### config.mk
export PLATFORM = sky130hd
export DESIGN_NAME = patp_fetch_unit
export DESIGN_NICKNAME = d
export VERILOG_FILES = /design/src/rtl/patp_fetch_unit.sv
export SDC_FILE = /design/constraint.sdc
export NUM_CORES = 1
export LEC_CHECK = 0
export ABC_AREA = 1
export BUFFER_PORTS_ARGS = -buffer_cell sky130_fd_sc_hd__buf_2
export CELL_PAD_IN_SITES_DETAIL_PLACEMENT = 2
export CELL_PAD_IN_SITES_GLOBAL_PLACEMENT = 2
export CORE_MARGIN = 5
export CORE_UTILIZATION = 27
export DETAILED_ROUTE_END_ITERATION = 10
export PLACE_DENSITY_LB_ADDON = 0.1
export SYNTH_ARGS = -nofsm -noshare
export SYNTH_HDL_FRONTEND = slang
export SYNTH_SLANG_ARGS = --single-unit
export TNS_END_PERCENT = 100
### constraint.sdc
create_clock -name clk -period 3.8 [get_ports clk]
set_clock_uncertainty 0.1 [all_clocks]
set_input_delay 0.76 -clock clk [delete_from_list [all_inputs] [get_ports clk]]
set_output_delay 0.76 -clock clk [all_outputs]
set_load 0.05 [all_outputs]
### src/rtl/patp_fetch_unit.sv
// patp_fetch_unit: instruction fetch stage of the PATP core.
// Holds the program counter, requests program memory, latches the returned
// word into the instruction register and pulses fetch_done towards the
// fetch/execute phase flip-flop. It stays idle while in_execute is high.
// Optional build macro: FETCH_TIMEOUT_EN adds an ack watchdog with a sticky
// fetch_err flag. Without the macro, fetch waits for an ack indefinitely.
module patp_fetch_unit #(
  parameter int ADDR_W         = 5,
  parameter int INSTR_W        = 8,
  parameter int OPCODE_W       = 3,
  parameter int TIMEOUT_CYCLES = 16
) (
  input  logic                        clk,
  input  logic                        rst,
  input  logic                        in_execute,
  output logic [ADDR_W-1:0]           mem_addr,
  output logic                        mem_rd_req,
  input  logic                        mem_rd_ack,
  input  logic [INSTR_W-1:0]          mem_rd_data,
  output logic [INSTR_W-1:0]          ir,
  output logic [OPCODE_W-1:0]         opcode,
  output logic [INSTR_W-OPCODE_W-1:0] operand,
  output logic                        fetch_done,
  output logic [ADDR_W-1:0]           pc,
  input  logic                        pc_load,
  input  logic [ADDR_W-1:0]           pc_load_val,
  input  logic                        halt,
  output logic                        halted,
  output logic                        fetch_err
);

  typedef enum logic [2:0] {
    S_START,
    S_FETCH,
    S_ISSUE,
    S_WAIT_SET,
    S_EXEC,
    S_HALT
  } state_t;

  state_t state;

  // A watchdog limit of zero would make every fetch fail immediately.
  if (TIMEOUT_CYCLES < 1) begin : g_bad_timeout
    $error("patp_fetch_unit: TIMEOUT_CYCLES must be at least 1");
  end

  assign mem_addr = pc;
  assign opcode   = ir[INSTR_W-1 -: OPCODE_W];
  assign operand  = ir[INSTR_W-OPCODE_W-1:0];

`ifdef FETCH_TIMEOUT_EN
  localparam int CNT_W = $clog2(TIMEOUT_CYCLES + 1);
  logic [CNT_W-1:0] wait_cnt;
`else
  assign fetch_err = 1'b0;
`endif

  // Fetch sequencer: every output except the ir slices is registered here.
  always_ff @(posedge clk or posedge rst) begin
    if (rst) begin
      state      <= S_START;
      pc         <= '0;
      ir         <= '0;
      mem_rd_req <= 1'b0;
      fetch_done <= 1'b0;
      halted     <= 1'b0;
`ifdef FETCH_TIMEOUT_EN
      wait_cnt   <= '0;
      fetch_err  <= 1'b0;
`endif
    end else begin
      fetch_done <= 1'b0;
      case (state)
        S_START: begin
          state      <= S_FETCH;
          mem_rd_req <= 1'b1;
`ifdef FETCH_TIMEOUT_EN
          wait_cnt   <= '0;
`endif
        end
        S_FETCH: begin
          // An ack in the same cycle the watchdog expires still wins.
          if (mem_rd_ack) begin
            ir         <= mem_rd_data;
            pc         <= pc + ADDR_W'(1);
            mem_rd_req <= 1'b0;
            fetch_done <= 1'b1;
            state      <= S_ISSUE;
          end
`ifdef FETCH_TIMEOUT_EN
          else if (wait_cnt == CNT_W'(TIMEOUT_CYCLES - 1)) begin
            mem_rd_req <= 1'b0;
            fetch_err  <= 1'b1;
            halted     <= 1'b1;
            state      <= S_HALT;
          end else begin
            wait_cnt <= wait_cnt + CNT_W'(1);
          end
`endif
        end
        S_ISSUE: begin
          state <= S_WAIT_SET;
        end
        S_WAIT_SET: begin
          // The phase flip-flop takes one cycle to show the set.
          if (in_execute) begin
            state <= S_EXEC;
          end
        end
        S_EXEC: begin
          if (pc_load) begin
            pc <= pc_load_val;
          end
          if (!in_execute) begin
            if (halt) begin
              halted     <= 1'b1;
              mem_rd_req <= 1'b0;
              state      <= S_HALT;
            end else begin
              mem_rd_req <= 1'b1;
              state      <= S_FETCH;
`ifdef FETCH_TIMEOUT_EN
              wait_cnt   <= '0;
`endif
            end
          end
        end
        S_HALT: begin
          halted     <= 1'b1;
          mem_rd_req <= 1'b0;
        end
        default: begin
          state <= S_START;
        end
      endcase
    end
  end

endmodule
==> flow_summary.ini <==
[place]
detailed_place_hpwl_microns = 2510
routabilityCongestion = 0.752
port_buffers = 47

[timing]
drv_slew = 0
setup_viol_count_final = 0
max_slew_margin_pct = 47.9
grt_setup_unrepaired = no
fin_setup_tns_ns = 0
fin_crit_sh_pct = 50.1
layout_min_cycle_time_ns = 1.90
timing_hold_violations_final = 0
worst_slew_pin_slew_ns = 0.781
max_freq_mhz = 525

[synth]
synth_compound_area_share_pct = 4.40
synth_seq_cells = 19
synth.mux.area_fraction_pct = 0
mappedNetlistArea_sq_um = 1110
synth_largest_area_cell = sky130_fd_sc_hd__dfrtp_1
yosys.area.top_type_share_pct = 42.9
synth_seq_area_share_pct = 42.9
avgSynthCellArea_sq_um = 7.86
synthSimpleGateAreaFrac_pct = 33.0
synthesis.yosys.warnings = 0
synth_fp_nets = 161
synth_xor_xnor_area_share_pct = 0.790
synth-adder-area-share_pct = 1.13
leading_cell_types_by_total_area_after_synthesis = sky130_fd_sc_hd__dfrtp_1 43%, sky130_fd_sc_hd__nand2_1 19%, sky130_fd_sc_hd__buf_4 9.5%
synth_top_family_by_area = simple AND/OR/NAND/NOR gates
post_synth_inst_count = 141
unique_masters_post_synth = 25

[detailed_routing]
vias_per_cell = 4.49
route.detailed.wl_per_inst_microns = 13.9
detailed_route_via_count = 1014
drt_iter0_drc = 14
drc_errors = 0
wirelength_microns = 3140
drtAntennaViolNets = 0
drt_first_pass_iters = 3

[clock_tree]
clk-insertion-delay-late_ns = 0.25
cts.repair_timing.setup_buffer_count = 0
cts.root.buffer_cell = sky130_fd_sc_hd__clkbuf_8
numClockSinks = 19
cts.htree.levels = 1
clk_transition_reported_paths_ns = 0.07
cts.hold.buffers_added = 0
tritoncts = yes
cts.repair.resized = 0
cts_inserted_buffers = 3
max-clock-path-buffers = 2

[setup_path]
timing.critical_path.fanout_max = 8
worstReg2RegEnd = mem_addr[3]$_DFFE_PP0P_
slowest_stage = sky130_fd_sc_hd__dfrtp_1
critPathCaptureType = primary output
critical_path_buf_inv_count = 1
cell_type_group_with_the_largest_total_delay_on_the_critical_path = flip-flops
series_of_cell_instances_along_the_critical_path = buf_2
required_ns = 2.94
type_of_the_worst_setup_path = reg -> out
worst_path_largest_cell_delay_ns = 0.47
critical_path_arrival_ns = 1.04
reg2reg_from = state[2]$_DFFE_PP0P_
critical_path.startpoint_type = register
reg2reg_slack_ns = 2.29
ff2ff_path_depth = 6

[min_path]
timing.hold.worst_endpoint = halted$_DFFE_PP0P_
holdPathStages = 1
hold_path.class = reg -> reg
hold_path.startpoint = halted$_DFFE_PP0P_

[floorplanning]
core_sq_um = 4000
die_y_microns = 74.1
die_area_sq_um = 5490
effective_utilization_at_floorplan_pct = 27.7
floorplan.io_pins = 49
fp-row-count = 23
fp.dieW_microns = 74.1

[grt]
global_route.overflow_total = 0
grt_antenna_before_repair = 0
grt_usage_pct = 12.3
grt_first_pass_wirelength_microns = 5210
grt_pass1_vias = 1096
grt_start_max_net_pins = 20

[cells_and_area]
fraction_of_final_layout_cells_sized_beyond_drive_strength_1_pct = 35.2
multi_input_area_sq_um = 439
mostFrequentLayoutCells = 56 x sky130_fd_sc_hd__nand2_1, 47 x sky130_fd_sc_hd__buf_2, 19 x sky130_fd_sc_hd__dfrtp_1
number_of_fillers_in_the_final_layout = 495
layout_commonest_cell = sky130_fd_sc_hd__nand2_1
diodes = 0
layout.area.seq_sq_um = 475
areaGrowthSynthToFinish_pct = 19.4
nets = 197

[run]
drv_cap = 0

[outcome]
outcome = complete, no violations
worst register-to-register path, delay by kind of cell, from the launching register on:
family | cells | cell delay (ns)
flops | 1 | 0.50
buf+inv | 1 | 0.05
simple gates | 5 | 0.77
state kept, by name, indices dropped and copies added, names as in the netlist:
name,flops
fetch_done,1
mem_addr,5
state,3
halted,1
mem_rd_req,1
ir,8
final cells by class:
cell class	instances	area share (%)
Sequential cell	19	35.9
Timing Repair Buffer	47	17.8
Tap cell	50	4.73
Multi-Input combinational cell	93	33.2
Clock buffer	4	3.40
Inverter	13	5.01
metal layers:
metal	part of all wire [%]	vias to the layer above	wire length, microns	GRT usage, %
li1	-	494	-	-
met1	42	484	1330	15.5
met2	50	34	1570	21.6
met3	7.1	2	224	2.30
met4	0.64	0	20	3.02
met5	0	-	0	0
cell families after synthesis:
group,after synthesis
AND/OR/NAND/NOR,81
other,1
buffers and inverters,29
flip-flops,19
AO/OA/AOI/OAI,9
adder cells (fa/ha/maj),1
XOR/XNOR,1
cell usage after synthesis:
cell	n
sky130_fd_sc_hd__o21ai_0	5
sky130_fd_sc_hd__buf_6	2
sky130_fd_sc_hd__nor3_2	1
sky130_fd_sc_hd__nand3_1	10
sky130_fd_sc_hd__a21oi_1	1
sky130_fd_sc_hd__buf_4	14
sky130_fd_sc_hd__nand2_4	3
sky130_fd_sc_hd__or2_2	1
sky130_fd_sc_hd__inv_2	1
sky130_fd_sc_hd__or2_1	1
sky130_fd_sc_hd__clkinv_8	1
sky130_fd_sc_hd__nor2_1	5
sky130_fd_sc_hd__inv_1	9
sky130_fd_sc_hd__nand4_1	1
sky130_fd_sc_hd__conb_1	1
sky130_fd_sc_hd__nor2_4	1
sky130_fd_sc_hd__a31oi_1	1
sky130_fd_sc_hd__nand2_2	2
sky130_fd_sc_hd__inv_4	2
sky130_fd_sc_hd__a21o_1	1
sky130_fd_sc_hd__o21ai_1	1
sky130_fd_sc_hd__ha_1	1
sky130_fd_sc_hd__dfrtp_1	19
sky130_fd_sc_hd__nand2_1	56
sky130_fd_sc_hd__xor2_1	1
stage by stage:
step / cells / hold WS [ns] / worst slack [ns] / instance area (sq um) / util (%)
2_1_floorplan: 141 / 0.495 / 1.95 / 1110 / -
6_report: 226 / 0.364 / 1.90 / 1320 / 33.1
5_1_grt: 226 / 0.415 / 1.84 / 1320 / 33.1
3_3_place_gp: 222 / 0.350 / 2.16 / 1280 / 32.0
3_5_place_dp: 222 / 0.355 / 2.15 / 1280 / 32.0
4_1_cts: 226 / 0.375 / 1.89 / 1320 / 33.1
how the worst max path moves through the flow:
stage	start	to	slack (ns)	depth (start not counted)
final	mem_addr[2]$_DFFE_PP0P_	mem_addr[2]	1.90	1
after global routing	mem_addr[2]$_DFFE_PP0P_	pc[2]	1.84	1
after CTS	mem_addr[2]$_DFFE_PP0P_	mem_addr[2]	1.89	1
after detailed placement	mem_rd_ack	mem_addr[2]$_DFFE_PP0P_	2.15	5
after global placement	mem_rd_ack	mem_addr[4]$_DFFE_PP0P_	2.16	5
after floorplan	mem_addr[2]$_DFFE_PP0P_	pc[2]	1.95	1
Power is not shown: default switching activity piles up to over one toggle a cycle in this logic, so the estimate is an artifact.
